**src/rtl/retime_pkg.sv**
```systemverilog
// Shared helpers for the inverting retime pipeline: width arithmetic and defaults.
package retime_pkg;

  // Default geometry of the output stage.
  localparam int DEF_NCH   = 4;
  localparam int DEF_W     = 8;
  localparam int DEF_DEPTH = 2;

  // Ceiling log2; clog2(1) = 0.
  function automatic int clog2(input int value);
    int result;
    int rem;
    result = 0;
    rem    = value - 1;
    while (rem > 0) begin
      result = result + 1;
      rem    = rem >> 1;
    end
    return result;
  endfunction

  // Width needed to count 0..depth valid stages.
  function automatic int occ_width(input int depth);
    return clog2(depth + 1);
  endfunction

  // Width of the flattened multi-channel data bus.
  function automatic int bus_width(input int nch, input int w);
    return nch * w;
  endfunction

endpackage

```
**src/rtl/inv_retime_pipe_stage.sv**
```systemverilog
// One elastic pipeline slot: a valid flag plus a data register.
// The slot advances when it is empty or when the slot downstream advances.
module pipe_stage #(
  parameter int DW = 32
) (
  input  logic          clk,
  input  logic          rst,
  input  logic          flush,
  input  logic          up_valid,
  input  logic [DW-1:0] up_data,
  input  logic          dn_adv,
  output logic          adv,
  output logic          valid,
  output logic [DW-1:0] data
);

  logic          valid_r;
  logic [DW-1:0] data_r;

  // Slot can take a new beat when it holds nothing or its beat leaves this cycle.
  assign adv   = !valid_r | dn_adv;
  assign valid = valid_r;
  assign data  = data_r;

  // Valid tracks the upstream beat on advance; flush empties the slot.
  always_ff @(posedge clk) begin
    if (rst) begin
      valid_r <= 1'b0;
    end else if (flush) begin
      valid_r <= 1'b0;
    end else if (adv) begin
      valid_r <= up_valid;
    end else begin
      valid_r <= valid_r;
    end
  end

  // Data loads only with a real incoming beat; it is left untouched by flush.
  always_ff @(posedge clk) begin
    if (rst) begin
      data_r <= {DW{1'b0}};
    end else if (adv && up_valid && !flush) begin
      data_r <= up_data;
    end else begin
      data_r <= data_r;
    end
  end

endmodule

```
**src/rtl/inv_retime_pipe.sv**
```systemverilog
// Selectively inverting output stage retimed through a DEPTH-slot elastic
// pipeline with valid/ready handshake, flush and occupancy reporting.
module inv_retime_pipe
  import retime_pkg::*;
#(
  parameter int             NCH      = DEF_NCH,
  parameter int             W        = DEF_W,
  parameter int             DEPTH    = DEF_DEPTH,
  parameter logic [NCH-1:0] INV_MASK = NCH'(4'b0101),
  localparam int            OCC_W    = occ_width(DEPTH),
  localparam int            BW       = bus_width(NCH, W)
) (
  input  logic             clk,
  input  logic             rst,
  input  logic             flush,
  input  logic             inv_en,
  input  logic             in_valid,
  output logic             in_ready,
  input  logic [BW-1:0]    in_data,
  output logic             out_valid,
  input  logic             out_ready,
  output logic [BW-1:0]    out_data,
  output logic [OCC_W-1:0] occupancy
);

  if (DEPTH < 1 || NCH < 1 || W < 1) begin : g_bad_params
    $error("inv_retime_pipe: DEPTH, NCH and W must all be at least 1");
  end

  logic [DEPTH:0]   adv_s;
  logic [DEPTH-1:0] up_valid_s;
  logic [DEPTH-1:0] valid_s;
  logic [DEPTH-1:0] next_valid_s;
  logic [BW-1:0]    up_data_s  [DEPTH];
  logic [BW-1:0]    stage_data_s [DEPTH];
  logic [BW-1:0]    cap_data_s;
  logic [OCC_W-1:0] occ_next_s;
  logic [OCC_W-1:0] occ_r;

  // The consumer closes the advance chain; input is refused while flushing.
  assign adv_s[DEPTH] = out_ready;
  assign in_ready     = adv_s[0] & !flush;

  // Capture-time inversion: each enabled channel is bitwise inverted once on entry.
  always_comb begin
    cap_data_s = {BW{1'b0}};
    for (int c = 0; c < NCH; c++) begin
      cap_data_s[c*W +: W] = in_data[c*W +: W] ^ {W{inv_en & INV_MASK[c]}};
    end
  end

  for (genvar k = 0; k < DEPTH; k++) begin : g_stage
    if (k == 0) begin : g_head
      assign up_valid_s[k] = in_valid & in_ready;
      assign up_data_s[k]  = cap_data_s;
    end else begin : g_body
      assign up_valid_s[k] = valid_s[k-1];
      assign up_data_s[k]  = stage_data_s[k-1];
    end

    pipe_stage #(
      .DW(BW)
    ) u_stage (
      .clk      (clk),
      .rst      (rst),
      .flush    (flush),
      .up_valid (up_valid_s[k]),
      .up_data  (up_data_s[k]),
      .dn_adv   (adv_s[k+1]),
      .adv      (adv_s[k]),
      .valid    (valid_s[k]),
      .data     (stage_data_s[k])
    );
  end

  assign out_valid = valid_s[DEPTH-1];
  assign out_data  = stage_data_s[DEPTH-1];

  // Predict next-cycle slot valids and count them so occupancy updates with the valids.
  always_comb begin
    next_valid_s = {DEPTH{1'b0}};
    occ_next_s   = {OCC_W{1'b0}};
    for (int k = 0; k < DEPTH; k++) begin
      if (flush) begin
        next_valid_s[k] = 1'b0;
      end else if (adv_s[k]) begin
        next_valid_s[k] = up_valid_s[k];
      end else begin
        next_valid_s[k] = valid_s[k];
      end
      occ_next_s = occ_next_s + OCC_W'(next_valid_s[k]);
    end
  end

  // Occupancy register, cleared by reset alongside the slot valids.
  always_ff @(posedge clk) begin
    if (rst) begin
      occ_r <= {OCC_W{1'b0}};
    end else begin
      occ_r <= occ_next_s;
    end
  end

  assign occupancy = occ_r;

endmodule

```
**config.mk**
```make
export PLATFORM = sky130hd
export DESIGN_NAME = inv_retime_pipe
export DESIGN_NICKNAME = d
export VERILOG_FILES = /design/src/rtl/retime_pkg.sv /design/src/rtl/inv_retime_pipe_stage.sv /design/src/rtl/inv_retime_pipe.sv
export SDC_FILE = /design/constraint.sdc
export NUM_CORES = 1
export LEC_CHECK = 0
export BUFFER_PORTS_ARGS = -buffer_cell sky130_fd_sc_hd__buf_2
export CAP_MARGIN = 40
export CELL_PAD_IN_SITES_DETAIL_PLACEMENT = 0
export CELL_PAD_IN_SITES_GLOBAL_PLACEMENT = 1
export CORE_MARGIN = 2
export CORE_UTILIZATION = 42
export DETAILED_ROUTE_END_ITERATION = 10
export GPL_TIMING_DRIVEN = 0
export PLACE_DENSITY_LB_ADDON = 0.1
export SKIP_CTS_REPAIR_TIMING = 1
export SLEW_MARGIN = 30
export SYNTH_ARGS = -nofsm -noshare
export SYNTH_HDL_FRONTEND = slang
export SYNTH_SLANG_ARGS = --single-unit
```
**constraint.sdc**
```tcl
create_clock -name clk -period 3.5 [get_ports clk]
set_input_delay 0.525 -clock clk [delete_from_list [all_inputs] [get_ports clk]]
set_output_delay 0.525 -clock clk [all_outputs]
set_load 0.05 [all_outputs]
```
After elaboration in Yosys (flattened, before gate mapping) --
Index checks and enable logic that the tools add are counted.
Cells by class: magnitude comparators 0, equal/unequal tests 0, add/subtract/negate cells 1, reduce and logical (&&, ||, !) cells 7, shift operators 0, multiply operators 0, bitwise logic cells 6, div/mod/pow operators 0, multiplexer cells 4
Operators by type and width (count):
- $xor 8x8->8 | 2
- $logic_and 1x1->1 | 4
- $mux 1 | 4
- $logic_not 1->1 | 3
- $add 1x1->2 | 1
- $and 1x1->1 | 2
- $or 1x1->1 | 2
Word-level totals: latch bits 0, logic and storage cells 23, input bits 38, memories kept 0, bits in writable memories 0, bits in registers 68, bits in read-only memories 0

Longest topological paths before layout --
Gate-level depths: netlist of the first run.
depth after elaboration 8, gate-level depth with buffers 6, gate-level depth less buffers 5

By module --
A second synthesis of the first run with hierarchy kept.
Unflattened totals: cells, all modules 319, area total of the unflattened synthesis 3314.4 um^2
By module, submodules not included:
- pipe_stage | seq. area each 660.6 um^2, cells each 145, times used 2, area an instance 1519.0 um^2
- inv_retime_pipe | seq. area each 40.0 um^2, cells each 29, times used 1, area an instance 276.5 um^2

Worst setup path after synthesis of the first run --
Ideal clock, no wire load.
path kind register -> output, start register g_stage[1].u_stage.valid_r, end output port in_ready, arrival 1762 ps, cell stages (with the launch flop) 4, path buffers 1, setup slack 1213 ps, path through dfxtp_1 -> and2b_1 -> buf_2 -> a21oi_1
Between the ends: longest elaborated chain between the ends 4
RTL lines:
- from (decl) | line inv_retime_pipe_stage.sv:17 | logic valid_r;
- from (signal assigned) | line inv_retime_pipe_stage.sv:32 | valid_r <= up_valid;
- from (signal assigned) | line inv_retime_pipe_stage.sv:34 | valid_r <= valid_r;
- $logic_not 1->1 | line inv_retime_pipe_stage.sv:21 | assign adv = !valid_r | dn_adv;
- $or 1x1->1 (2 in a row) | line inv_retime_pipe_stage.sv:21
- $and 1x1->1 | line inv_retime_pipe.sv:42 | assign in_ready = adv_s[0] & !flush;
- to (decl) | line inv_retime_pipe.sv:18 | output logic in_ready,
Every way passes these cells.

Final worst setup path of the first run --
Same ends and word-level chain as after synthesis.

==> insert_results.sql, run 1 <==
INSERT INTO impl_metrics (metric_group, metric, value, unit) VALUES
('place', 'detailedPlacementHpwl', '4901', 'um'),
('synthesis', 'mean_cell_area_of_the_mapped_netlist', '9.417', 'um2'),
('global_route', 'grt_start_max_net_pins', '11', ''),
('clock_tree', 'cts_max_path_buffers', '2', ''),
('run_status', 'status', 'finished, final reports clean', ''),
('pwr', 'power.density_cell_area', '442.8', 'nW/um2'),
('clock_tree', 'worst_path_clk_slew', '0.07', 'ns'),
('place', 'routability_congestion_estimate', '0.7901', ''),
('timing', 'final.setup.worst_slack', '1.319', 'ns'),
('clock_tree', 'clock_tree_from_tritoncts', 'done', ''),
('place', 'placement.io_buffers', '71', ''),
('drt', 'firstDrtPassIters', '4', ''),
('final_layout', 'syn2layout_area_growth', '21.53', '%'),
('timing', 'layout_min_cycle_time', '2.181', 'ns'),
('drt', 'wire_per_inst', '14.86', 'um'),
('critical_path', 'critPathMaxFanout', '10', ''),
('synthesis', 'yosysWarnings', '0', ''),
('final_layout', 'multiInputGateArea', '1374', 'um2'),
('synthesis', 'syn_nets', '347', ''),
('global_route', 'grt.overflow.total', '0', ''),
('timing', 'final_count_of_pins_violating_max_slew', '0', ''),
('hold_path', 'min-delay-path-class', 'primary input to flop', ''),
('final_layout', 'insertedDiodeCount', '0', ''),
('floorplan', 'initial_utilization', '42.93', '%'),
('floorplan', 'num_rows', '30', ''),
('flow_run', 'max_cap_viol_count', '0', ''),
('critical_path', 'critical_path.startpoint_type', 'flop', ''),
('final_layout', 'final_cells', '474', ''),
('synthesis', 'ys_ff_latch', '68', ''),
('critical_path', 'worst-setup-path-type', 'flop to output pin', ''),
('final_layout', 'total_area_of_sequential_cells', '1361', 'um2'),
('timing', 'grt_setup_unrepaired', 'false', ''),
('drt', 'drtIter0Drc', '117', ''),
('global_route', 'grt_first_pass_wirelength', '11430', 'um'),
('synthesis', 'yosysUniqueCellTypes', '21', ''),
('critical_path', 'worst_ep_required_time', '2.97', 'ns'),
('drt', 'vias', '2426', ''),
('pwr', 'static-leakage-power', '1.393', 'nW'),
('timing', 'worst_clock_skew', '0.007535', 'ns'),
('timing', 'fmax', '0.4585', 'GHz'),
('drt', 'ant_nets', '0', ''),
('synthesis', 'synth_sequential_area_ratio', '46.94', '%'),
('clock_tree', 'clock_tree.root_cell', 'clkbuf_8', ''),
('critical_path', 'crit_path_arrival_time', '1.66', 'ns'),
('final_layout', 'fraction_of_final_layout_cells_with_drive_strength_greater_than_1', '29.70', '%'),
('final_layout', 'layout_commonest_cell', 'buf_2', ''),
('timing', 'fin_worst_hold_slack', '0.4438', 'ns'),
('clock_tree', 'cts.sink_count', '68', ''),
('global_route', 'antenna_found_initial', '0', ''),
('drt', 'detail_route.drc_violations', '0', ''),
('synthesis', 'synth_area', '2900', 'um2'),
('timing', 'setup_viol', '0', ''),
('floorplan', 'horizontal_die_dimension', '87.10', 'um'),
('final_layout', 'finalNetCount', '429', ''),
('synthesis', 'synthCells', '308', ''),
('floorplan', 'floorplan.die_area', '7586', 'um2'),
('final_layout', 'fillers', '685', ''),
('clock_tree', 'cts.htree.levels', '3', ''),
('timing', 'final_hold_viol_count', '0', ''),
('place', 'placed_cells', '459', ''),
('timing', 'fin_setup_tns', '0', 'ns'),
('global_route', 'first_global_vias', '2309', ''),
('floorplan', 'io-pin-count', '74', ''),
('final_layout', 'most-common-layout-cells', 'buf_2 (80), dfxtp_1 (68), a21oi_1 (50), nand2b_1 (34), nand3_1 (32)', ''),
('global_route', 'global_route.usage.total', '19.51', '%'),
('drt', 'detailed_route_wire_length', '7042', 'um'),
('place', 'post-place-ws', '1.363', 'ns'),
('critical_path', 'critical_path.endpoint_type', 'output pin', ''),
('clock_tree', 'worstSkewPairLatency', '0.33', 'ns'),
('drt', 'drt-vias-per-instance', '5.118', ''),
('timing', 'worst_slew_pin_slew', '0.7040', 'ns'),
('timing', 'relSlewSlack', '53.06', '%'),
('timing', 'min_period_over_period', '62.31', '%'),
('pwr', 'max-vdd-ir-drop', '0.0001984', 'V'),
('floorplan', 'floorplan.die.height', '87.10', 'um'),
('floorplan', 'placeableCoreArea', '6756', 'um2'),
('clock_tree', 'cts_buffers', '9', '');
-- worst paths after layout --
check,from,to,slack (ns),cells after the start
min,in_data[12],g_stage[0].u_stage.data[12],0.44,3
max reg2reg,g_stage[1].u_stage.valid,occupancy[0],1.80,6
min reg2reg,g_stage[0].u_stage.data[14],g_stage[1].u_stage.data[14],0.47,2
max,g_stage[1].u_stage.valid,in_ready,1.32,4
-- where the power goes --
group | switching, mW | internal, mW | total [mW]
logic | 0.0997 | 0.0750 | 0.175
registers | 0.0160 | 0.801 | 0.817
clock network | 0.279 | 0.291 | 0.569
-- worst max-delay path: stages (launching register included) --
cell and delay [ns]:
dfxtp_1 0.38, and2b_1 0.33, buf_2 0.31, a21oi_1 0.09
buf_2 0.21
-- cell families after synthesis --
kind of cell | Yosys count | synth area share, %
AOI/OAI and AO/OA | 98 | 21.05
xor gates and xnor gates | 16 | 4.832
adders and majority gates | 1 | 0.4313
buffers and inverters | 31 | 5.694
DFF | 68 | 46.94
muxes | 16 | 5.522
and+or+nand+nor | 78 | 15.53
-- layout make-up --
cell class / instances / share of cell area (%)
buffer: 31 / 4.686
clock buffer: 13 / 4.508
multi-input combinational: 209 / 38.98
clock inverter: 2 / 0.2840
tap: 80 / 2.840
sequential: 68 / 38.62
timing repair buffer: 71 / 10.08
-- metrics by stage --
step | instance area, um2 | total power, mW | util [%]
2_1_floorplan | 2900 | 0.9539 | -
3_3_place_gp | 3356 | 1.007 | 49.67
3_5_place_dp | 3356 | 1.009 | 49.67
4_1_cts | 3525 | 1.571 | 52.17
5_1_grt | 3525 | 1.630 | 52.17
6_report | 3525 | 1.561 | 52.17
-- cell usage after synthesis --
| master | instances | area, um2 |
|---|---|---|
| dfxtp_1 | 68 | 1361 |
| o21ai_0 | 19 | 95.09 |
| mux2i_1 | 16 | 160.2 |
| nand2b_1 | 34 | 212.7 |
| o21ai_1 | 13 | 65.06 |
| buf_1 | 3 | 11.26 |
| nand3_1 | 32 | 160.2 |
| xnor2_1 | 16 | 140.1 |
| ha_1 | 1 | 12.51 |
| nor2b_2 | 1 | 8.760 |
| buf_2 | 9 | 45.04 |
| nand3b_2 | 1 | 11.26 |
| a21oi_1 | 50 | 250.2 |
| and2b_1 | 2 | 15.01 |
| a211oi_2 | 16 | 200.2 |
| nor3_1 | 2 | 10.01 |
| buf_6 | 5 | 56.30 |
| and2_4 | 1 | 8.760 |
| nor2_1 | 3 | 11.26 |
| clkbuf_1 | 14 | 52.55 |
| nor2b_1 | 2 | 12.51 |
-- state kept, by name, indices dropped and copies added (netlist names) --
name / flops
g_stage.u_stage.valid: 2
occupancy: 2
g_stage.u_stage.data: 64
-- routing by layer --
metal  vias up  track usage (%)  part of all wire, %
li1       1239                -                    -
met1      1117            29.78                   52
met2        61            26.79                   43
met3         9            4.455                  4.5
met4         0            6.573                  1.3
met5         -                0                    0
Note: power is estimated with default switching activity, not from simulation.
==> run 2, diff against run 1 <==
Settings changed: CORE_UTILIZATION 42 to 39.
Clock period 3.5 ns to 2.05 ns, I/O delays scaled along.
==> insert_results.sql, run 2 (synthesis results as in run 1) <==
INSERT INTO impl_metrics (metric_group, metric, value, unit) VALUES
('run_status', 'status', 'finished, final reports clean', ''),
('drt', 'wire_per_inst', '14.90', 'um'),
('critical_path', 'max_stage_delay', '0.39', 'ns'),
('drt', 'detail_route.drc_violations', '0', ''),
('place', 'placed_cells', '478', ''),
('timing', 'relSlewSlack', '51.36', '%'),
('final_layout', 'largest_reg_flops', '64', ''),
('place', 'placement.io_buffers', '71', ''),
('global_route', 'grt.overflow.total', '0', ''),
('clock_tree', 'cts_buffers', '9', ''),
('pwr', 'max-vdd-ir-drop', '0.0003392', 'V'),
('timing', 'fin_worst_hold_slack', '0.2235', 'ns'),
('pwr', 'power', '2.787', 'mW'),
('drt', 'ant_nets', '0', ''),
('timing', 'final_hold_viol_count', '0', ''),
('floorplan', 'io-pin-count', '74', ''),
('drt', 'drt-vias-per-instance', '5.071', ''),
('floorplan', 'initial_utilization', '40.20', '%'),
('floorplan', 'num_rows', '31', ''),
('drt', 'firstDrtPassIters', '4', ''),
('clock_tree', 'worstSkewPairLatency', '0.34', 'ns'),
('final_layout', 'total_area_of_sequential_cells', '1361', 'um2'),
('global_route', 'grt_start_max_net_pins', '11', ''),
('timing', 'fin_setup_tns', '0', 'ns'),
('critical_path', 'crit_path_arrival_time', '1.59', 'ns'),
('place', 'routability_congestion_estimate', '0.7558', ''),
('timing', 'setup_viol', '0', ''),
('critical_path', 'timing.critical_path.slowest_stage_cell', 'dfxtp_1', ''),
('global_route', 'global_route.usage.total', '18.72', '%'),
('critical_path', 'worst_ep_required_time', '1.74', 'ns'),
('global_route', 'grt_first_pass_wirelength', '12120', 'um'),
('place', 'placedInstanceArea', '3383', 'um2'),
('clock_tree', 'cts.htree.levels', '3', ''),
('hold_path', 'min-delay-path-class', 'primary input to flop', ''),
('critical_path', 'critical_path.endpoint_type', 'output pin', ''),
('clock_tree', 'cts.sink_count', '68', ''),
('drt', 'vias', '2495', ''),
('critical_path', 'critical_path.startpoint_type', 'flop', ''),
('critical_path', 'critPathMaxFanout', '10', ''),
('global_route', 'antenna_found_initial', '0', ''),
('critical_path', 'crit_path_cell_trace', 'and2b_1, clkbuf_4, a21oi_2, buf_2', ''),
('drt', 'drtIter0Drc', '139', ''),
('final_layout', 'finalInstanceArea', '3576', 'um2'),
('place', 'detailedPlacementHpwl', '5142', 'um'),
('floorplan', 'floorplan.die_area', '8142', 'um2'),
('critical_path', 'reg2reg_slack', '0.41', 'ns'),
('critical_path', 'worst-setup-path-type', 'flop to output pin', ''),
('clock_tree', 'worst_path_clk_slew', '0.07', 'ns'),
('final_layout', 'fin_util', '49.57', '%'),
('critical_path', 'reg2reg_to', 'occupancy[0]', ''),
('timing', 'final.setup.worst_slack', '0.1540', 'ns'),
('hold_path', 'timing.hold.worst_endpoint', 'g_stage[0].u_stage.data[30]', ''),
('final_layout', 'fillers', '746', ''),
('critical_path', 'regToRegStartpoint', 'g_stage[1].u_stage.valid', ''),
('floorplan', 'floorplan.die.height', '90.24', 'um'),
('drt', 'detailed_route_wire_length', '7332', 'um'),
('final_layout', 'most-common-layout-cells', 'buf_2 (79), dfxtp_1 (68), a21oi_1 (49), nand2b_1 (34), nand3_1 (32)', ''),
('clock_tree', 'cts_max_path_buffers', '2', ''),
('place', 'post-place-ws', '0.2680', 'ns'),
('final_layout', 'finalNetCount', '429', ''),
('floorplan', 'horizontal_die_dimension', '90.24', 'um'),
('clock_tree', 'clock_tree.root_cell', 'clkbuf_8', ''),
('timing', 'min_period_over_period', '92.49', '%'),
('timing', 'final_count_of_pins_violating_max_slew', '0', ''),
('final_layout', 'layout_commonest_cell', 'buf_2', ''),
('final_layout', 'insertedDiodeCount', '0', ''),
('floorplan', 'placeableCoreArea', '7214', 'um2'),
('final_layout', 'syn2layout_area_growth', '23.30', '%'),
('final_layout', 'final_cells', '492', ''),
('timing', 'layout_min_cycle_time', '1.896', 'ns'),
('global_route', 'first_global_vias', '2427', ''),
('flow_run', 'max_cap_viol_count', '0', ''),
('timing', 'worst_slew_pin_slew', '0.7296', 'ns'),
('final_layout', 'fraction_of_final_layout_cells_with_drive_strength_greater_than_1', '30.03', '%'),
('hold_path', 'min_delay_path_depth', '3', ''),
('timing', 'grt_setup_unrepaired', 'false', ''),
('final_layout', 'multiInputGateArea', '1378', 'um2'),
('timing', 'fmax', '0.5274', 'GHz'),
('hold_path', 'hold_path_startpoint', 'in_data[30]', ''),
('clock_tree', 'clock_tree_from_tritoncts', 'done', ''),
('pwr', 'static-leakage-power', '1.402', 'nW'),
('critical_path', 'r2r.worst_path.cells', '6', ''),
('pwr', 'power.density_cell_area', '779.3', 'nW/um2'),
('timing', 'worst_clock_skew', '0.006506', 'ns');
[run 2: layer usage]
metal	part of all wire, %	vias to the layer above	global-route usage (%)
met4	1.1	0	7.692
met1	48	1173	26.13
met3	6.0	8	4.191
li1	-	1236	-
met2	45	78	27.94
met5	0	-	0
[run 2: critical path, delay by kind of cell, from the launching register on]
family	cells	cell delay [ns]
buffers and inverters	2	0.50
AOI/OAI and AO/OA	1	0.07
DFF	1	0.39
and+or+nand+nor	1	0.30
[run 2: layout make-up]
type	count	share of cell area, %
timing repair buffer	71	9.937
buffer	31	4.689
clock buffer	12	4.339
multi-input combinational	209	38.52
tap	99	3.464
clock inverter	2	0.9797
sequential	68	38.07
[run 2: worst max-delay path by stage]
stage	slack [ns]	startpoint	to
after detailed placement	0.27	out_ready	occupancy[0]
after global placement	0.28	out_ready	occupancy[0]
after floorplan	0.25	g_stage[1].u_stage.valid	occupancy[0]
after CTS	0.10	g_stage[1].u_stage.valid	in_ready
after global routing	0.009	g_stage[1].u_stage.valid	in_ready
final	0.15	g_stage[1].u_stage.valid	in_ready
[run 2: power by group]
group          switching [mW]  internal, mW  leakage, nW
logic                   0.173         0.128        0.750
clock network           0.479         0.614       0.0983
registers              0.0262          1.37        0.554
total                   0.678          2.11         1.40
==> run 3, diff against run 2 <==
Settings changed: ABC_AREA from default to 1, CORE_UTILIZATION 39 to 37, RECOVER_POWER from default to 25.
==> insert_results.sql, run 3 <==
INSERT INTO impl_metrics (metric_group, metric, value, unit) VALUES
('floorplan', 'floorplan.die_area', '8856', 'um2'),
('clock_tree', 'worstSkewPairLatency', '0.34', 'ns'),
('clock_tree', 'clock_tree.root_cell', 'clkbuf_8', ''),
('synthesis', 'synth_largest_type_area_fraction', '45.31', '%'),
('pwr', 'power.density_cell_area', '794.1', 'nW/um2'),
('synthesis', 'synth.top_cells.by_count', 'nand2_1 (147), inv_1 (72), dfxtp_1 (68)', ''),
('synthesis', 'synth-simple-area-share', '34.57', '%'),
('synthesis', 'synthArstFlopShare', '0', '%'),
('synthesis', 'yosysWarnings', '0', ''),
('place', 'routability_congestion_estimate', '0.7840', ''),
('synthesis', 'synth_top_family_by_area', 'simple AND/OR/NAND/NOR gates', ''),
('final_layout', 'finalInstanceArea', '3661', 'um2'),
('place', 'detailedPlacementHpwl', '5414', 'um'),
('timing', 'relSlewSlack', '59.23', '%'),
('floorplan', 'num_rows', '32', ''),
('pwr', 'comb_power_share', '11.0', '%'),
('place', 'placedInstanceArea', '3482', 'um2'),
('global_route', 'grt_first_pass_wirelength', '11950', 'um'),
('clock_tree', 'cts_max_path_buffers', '2', ''),
('global_route', 'global_route.usage.total', '17.46', '%'),
('synthesis', 'synth-edff-count', '0', ''),
('floorplan', 'placeableCoreArea', '7807', 'um2'),
('critical_path', 'critical_path.endpoint_type', 'output pin', ''),
('final_layout', 'fraction_of_final_layout_cells_with_drive_strength_greater_than_1', '15.80', '%'),
('timing', 'final_hold_viol_count', '0', ''),
('clock_tree', 'cts_buffers', '9', ''),
('synthesis', 'yosysTopAreaCell', 'dfxtp_1', ''),
('global_route', 'grt.overflow.total', '0', ''),
('timing', 'min_period_over_period', '84.65', '%'),
('final_layout', 'total_area_of_sequential_cells', '1361', 'um2'),
('critical_path', 'timing.critical_path.slowest_stage_cell', 'dfxtp_1', ''),
('final_layout', 'finalNetCount', '573', ''),
('drt', 'drt-vias-per-instance', '4.433', ''),
('critical_path', 'crit_path_cell_trace', 'nand3_2, nand2_1, inv_1, buf_2', ''),
('clock_tree', 'clock_tree_from_tritoncts', 'done', ''),
('synthesis', 'post_synthesis_compound_gate_area_fraction', '5.664', '%'),
('floorplan', 'initial_utilization', '38.48', '%'),
('pwr', 'internal_power', '2.164', 'mW'),
('floorplan', 'floorplan.die.height', '94.11', 'um'),
('synthesis', 'synth_area', '3004', 'um2'),
('final_layout', 'insertedDiodeCount', '0', ''),
('pwr', 'sw_frac_of_total', '25.56', '%'),
('drt', 'drtIter0Drc', '84', ''),
('final_layout', 'layout_commonest_cell', 'nand2_1', ''),
('synthesis', 'area_share_of_fa_ha_maj_cells_after_synthesis', '0.4165', '%'),
('synthesis', 'synth_xor_xnor_area_share', '0', '%'),
('global_route', 'first_global_vias', '2583', ''),
('synthesis', 'ys_ff_latch', '68', ''),
('critical_path', 'max_stage_delay', '0.36', 'ns'),
('synthesis', 'yosysUniqueCellTypes', '16', ''),
('timing', 'setup_viol', '0', ''),
('drt', 'firstDrtPassIters', '4', ''),
('pwr', 'switching_power', '0.7432', 'mW'),
('timing', 'fmax', '0.5763', 'GHz'),
('run_status', 'status', 'finished, final reports clean', ''),
('critical_path', 'combined_buffer_and_inverter_count_along_the_critical_path', '2', ''),
('synthesis', 'ys_top_cells_by_area', 'dfxtp_1 (45%), nand2_1 (18%), inv_1 (9.0%)', ''),
('drt', 'detailed_route_wire_length', '7417', 'um'),
('global_route', 'grt_start_max_net_pins', '13', ''),
('timing', 'layout_min_cycle_time', '1.735', 'ns'),
('critical_path', 'critPathTopFamily', 'simple AND/OR/NAND/NOR gates', ''),
('critical_path', 'crit_path_arrival_time', '1.43', 'ns'),
('drt', 'detail_route.drc_violations', '0', ''),
('global_route', 'met3_capacity_usage_during_global_routing', '4.254', '%'),
('critical_path', 'worst_ep_required_time', '1.74', 'ns'),
('global_route', 'antenna_found_initial', '0', ''),
('timing', 'worst_slew_pin_slew', '0.6142', 'ns'),
('final_layout', 'largest_reg_flops', '64', ''),
('global_route', 'groute.layer.met1.usage', '23.19', '%'),
('place', 'placement.io_buffers', '70', ''),
('critical_path', 'critPathMaxFanout', '19', ''),
('critical_path', 'worst-setup-path-type', 'flop to output pin', ''),
('global_route', 'grt.busiest_layer', 'met2', ''),
('clock_tree', 'cts.htree.levels', '3', ''),
('synthesis', 'mean_cell_area_of_the_mapped_netlist', '6.617', 'um2'),
('synthesis', 'synth_sequential_area_ratio', '45.31', '%'),
('final_layout', 'fillers', '875', ''),
('drt', 'vias', '2837', ''),
('critical_path', 'critical_path.startpoint_type', 'flop', ''),
('drt', 'ant_nets', '0', ''),
('floorplan', 'io-pin-count', '74', ''),
('flow_run', 'max_cap_viol_count', '0', ''),
('clock_tree', 'cts.sink_count', '68', ''),
('timing', 'worst_clock_skew', '0.006875', 'ns'),
('timing', 'final_count_of_pins_violating_max_slew', '0', ''),
('drt', 'wire_per_inst', '11.59', 'um'),
('floorplan', 'horizontal_die_dimension', '94.11', 'um'),
('global_route', 'grtUsageMet2', '27.38', '%'),
('pwr', 'clock_power_share', '40.8', '%'),
('timing', 'grt_setup_unrepaired', 'false', ''),
('final_layout', 'syn2layout_area_growth', '21.87', '%'),
('hold_path', 'min-delay-path-class', 'primary input to flop', ''),
('synthesis', 'yosysMostFrequentCell', 'nand2_1', ''),
('clock_tree', 'worst_path_clk_slew', '0.07', 'ns'),
('final_layout', 'multiInputGateArea', '1219', 'um2'),
('synthesis', 'postSynth.topFlopCell', 'dfxtp_1', ''),
('pwr', 'max-vdd-ir-drop', '0.0003508', 'V'),
('synthesis', 'syn_nets', '493', ''),
('final_layout', 'most-common-layout-cells', 'nand2_1 (147), inv_1 (72), dfxtp_1 (68), buf_2 (64), nor2_1 (51)', ''),
('timing', 'fin_setup_tns', '0', 'ns'),
('synthesis', 'synthCells', '454', ''),
('pwr', 'seq_power_share', '48.2', '%'),
('synthesis', 'muxShareOfSynthArea', '0', '%'),
('pwr', 'static-leakage-power', '1.836', 'nW');
[run 3: cell count changes after synthesis, sizes merged, moves of 5 or more]
cell	previous run	this run
nand2	0	147
inv	0	73
nor2	3	51
nand2b	34	0
o21ai	32	0
a211oi	16	0
a21oi	50	34
mux2i	16	0
nand4	0	16
xnor2	16	0
clkbuf	14	6
buf	17	22
[run 3: area by class of cell]
cell class	count	area share (%)
inverter	73	7.485
tap	102	3.486
timing repair buffer	70	8.818
buffer	27	3.930
clock inverter	6	2.427
sequential	68	37.18
multi-input combinational	285	33.29
clock buffer	9	3.383
[run 3: power groups by stage]
| stage | Combinational [mW] | Sequential [mW] | Clock, mW |
|---|---|---|---|
| final | 0.320 | 1.40 | 1.19 |
| after global routing | 0.367 | 1.41 | 1.28 |
| after CTS | 0.326 | 1.40 | 1.23 |
| after detailed placement | 0.323 | 1.43 | 0 |
| after global placement | 0.322 | 1.43 | 0 |
| after floorplan | 0.198 | 1.45 | 0 |
[run 3: cells by family after synthesis]
group                      count (synthesis)
adders and majority gates                  1
buffers and inverters                    101
AOI/OAI and AO/OA                         34
and+or+nand+nor                          250
DFF                                       68
[run 3: worst paths after layout]
check                         startpoint                          end  slack [ns]  depth (start not counted)
max             g_stage[1].u_stage.valid                     in_ready        0.31                          4
min                          in_data[13]  g_stage[0].u_stage.data[13]        0.19                          3
max reg2reg     g_stage[1].u_stage.valid                 occupancy[0]        0.56                          5
min reg2reg  g_stage[1].u_stage.data[13]  g_stage[1].u_stage.data[13]        0.46                          2
[run 3: worst min-delay path, delay by kind of cell]
kind | cells | cell delay [ns]
buffers and inverters | 1 | 0.07
AND/OR/NAND/NOR | 2 | 0.11
[run 3: per-layer routing]
layer	vias up	share of wire [%]
met5	-	0
met4	0	1.1
met3	7	5.2
met2	71	44
met1	1225	50
li1	1534	-
[run 3: stage by stage]
stage                     std cells  hold WS (ns)  setup WS, ns  util (%)  power (mW)
after detailed placement        626        0.4506        0.4021     44.60       1.754
after CTS                       641        0.1746        0.1339     47.32       2.951
after global routing            640        0.1813        0.1904     46.89       3.049
final                           640        0.1894        0.3147     46.89       2.907
after global placement          626        0.4469        0.3984     44.60       1.751
after floorplan                 454        0.4424        0.3487         -       1.651
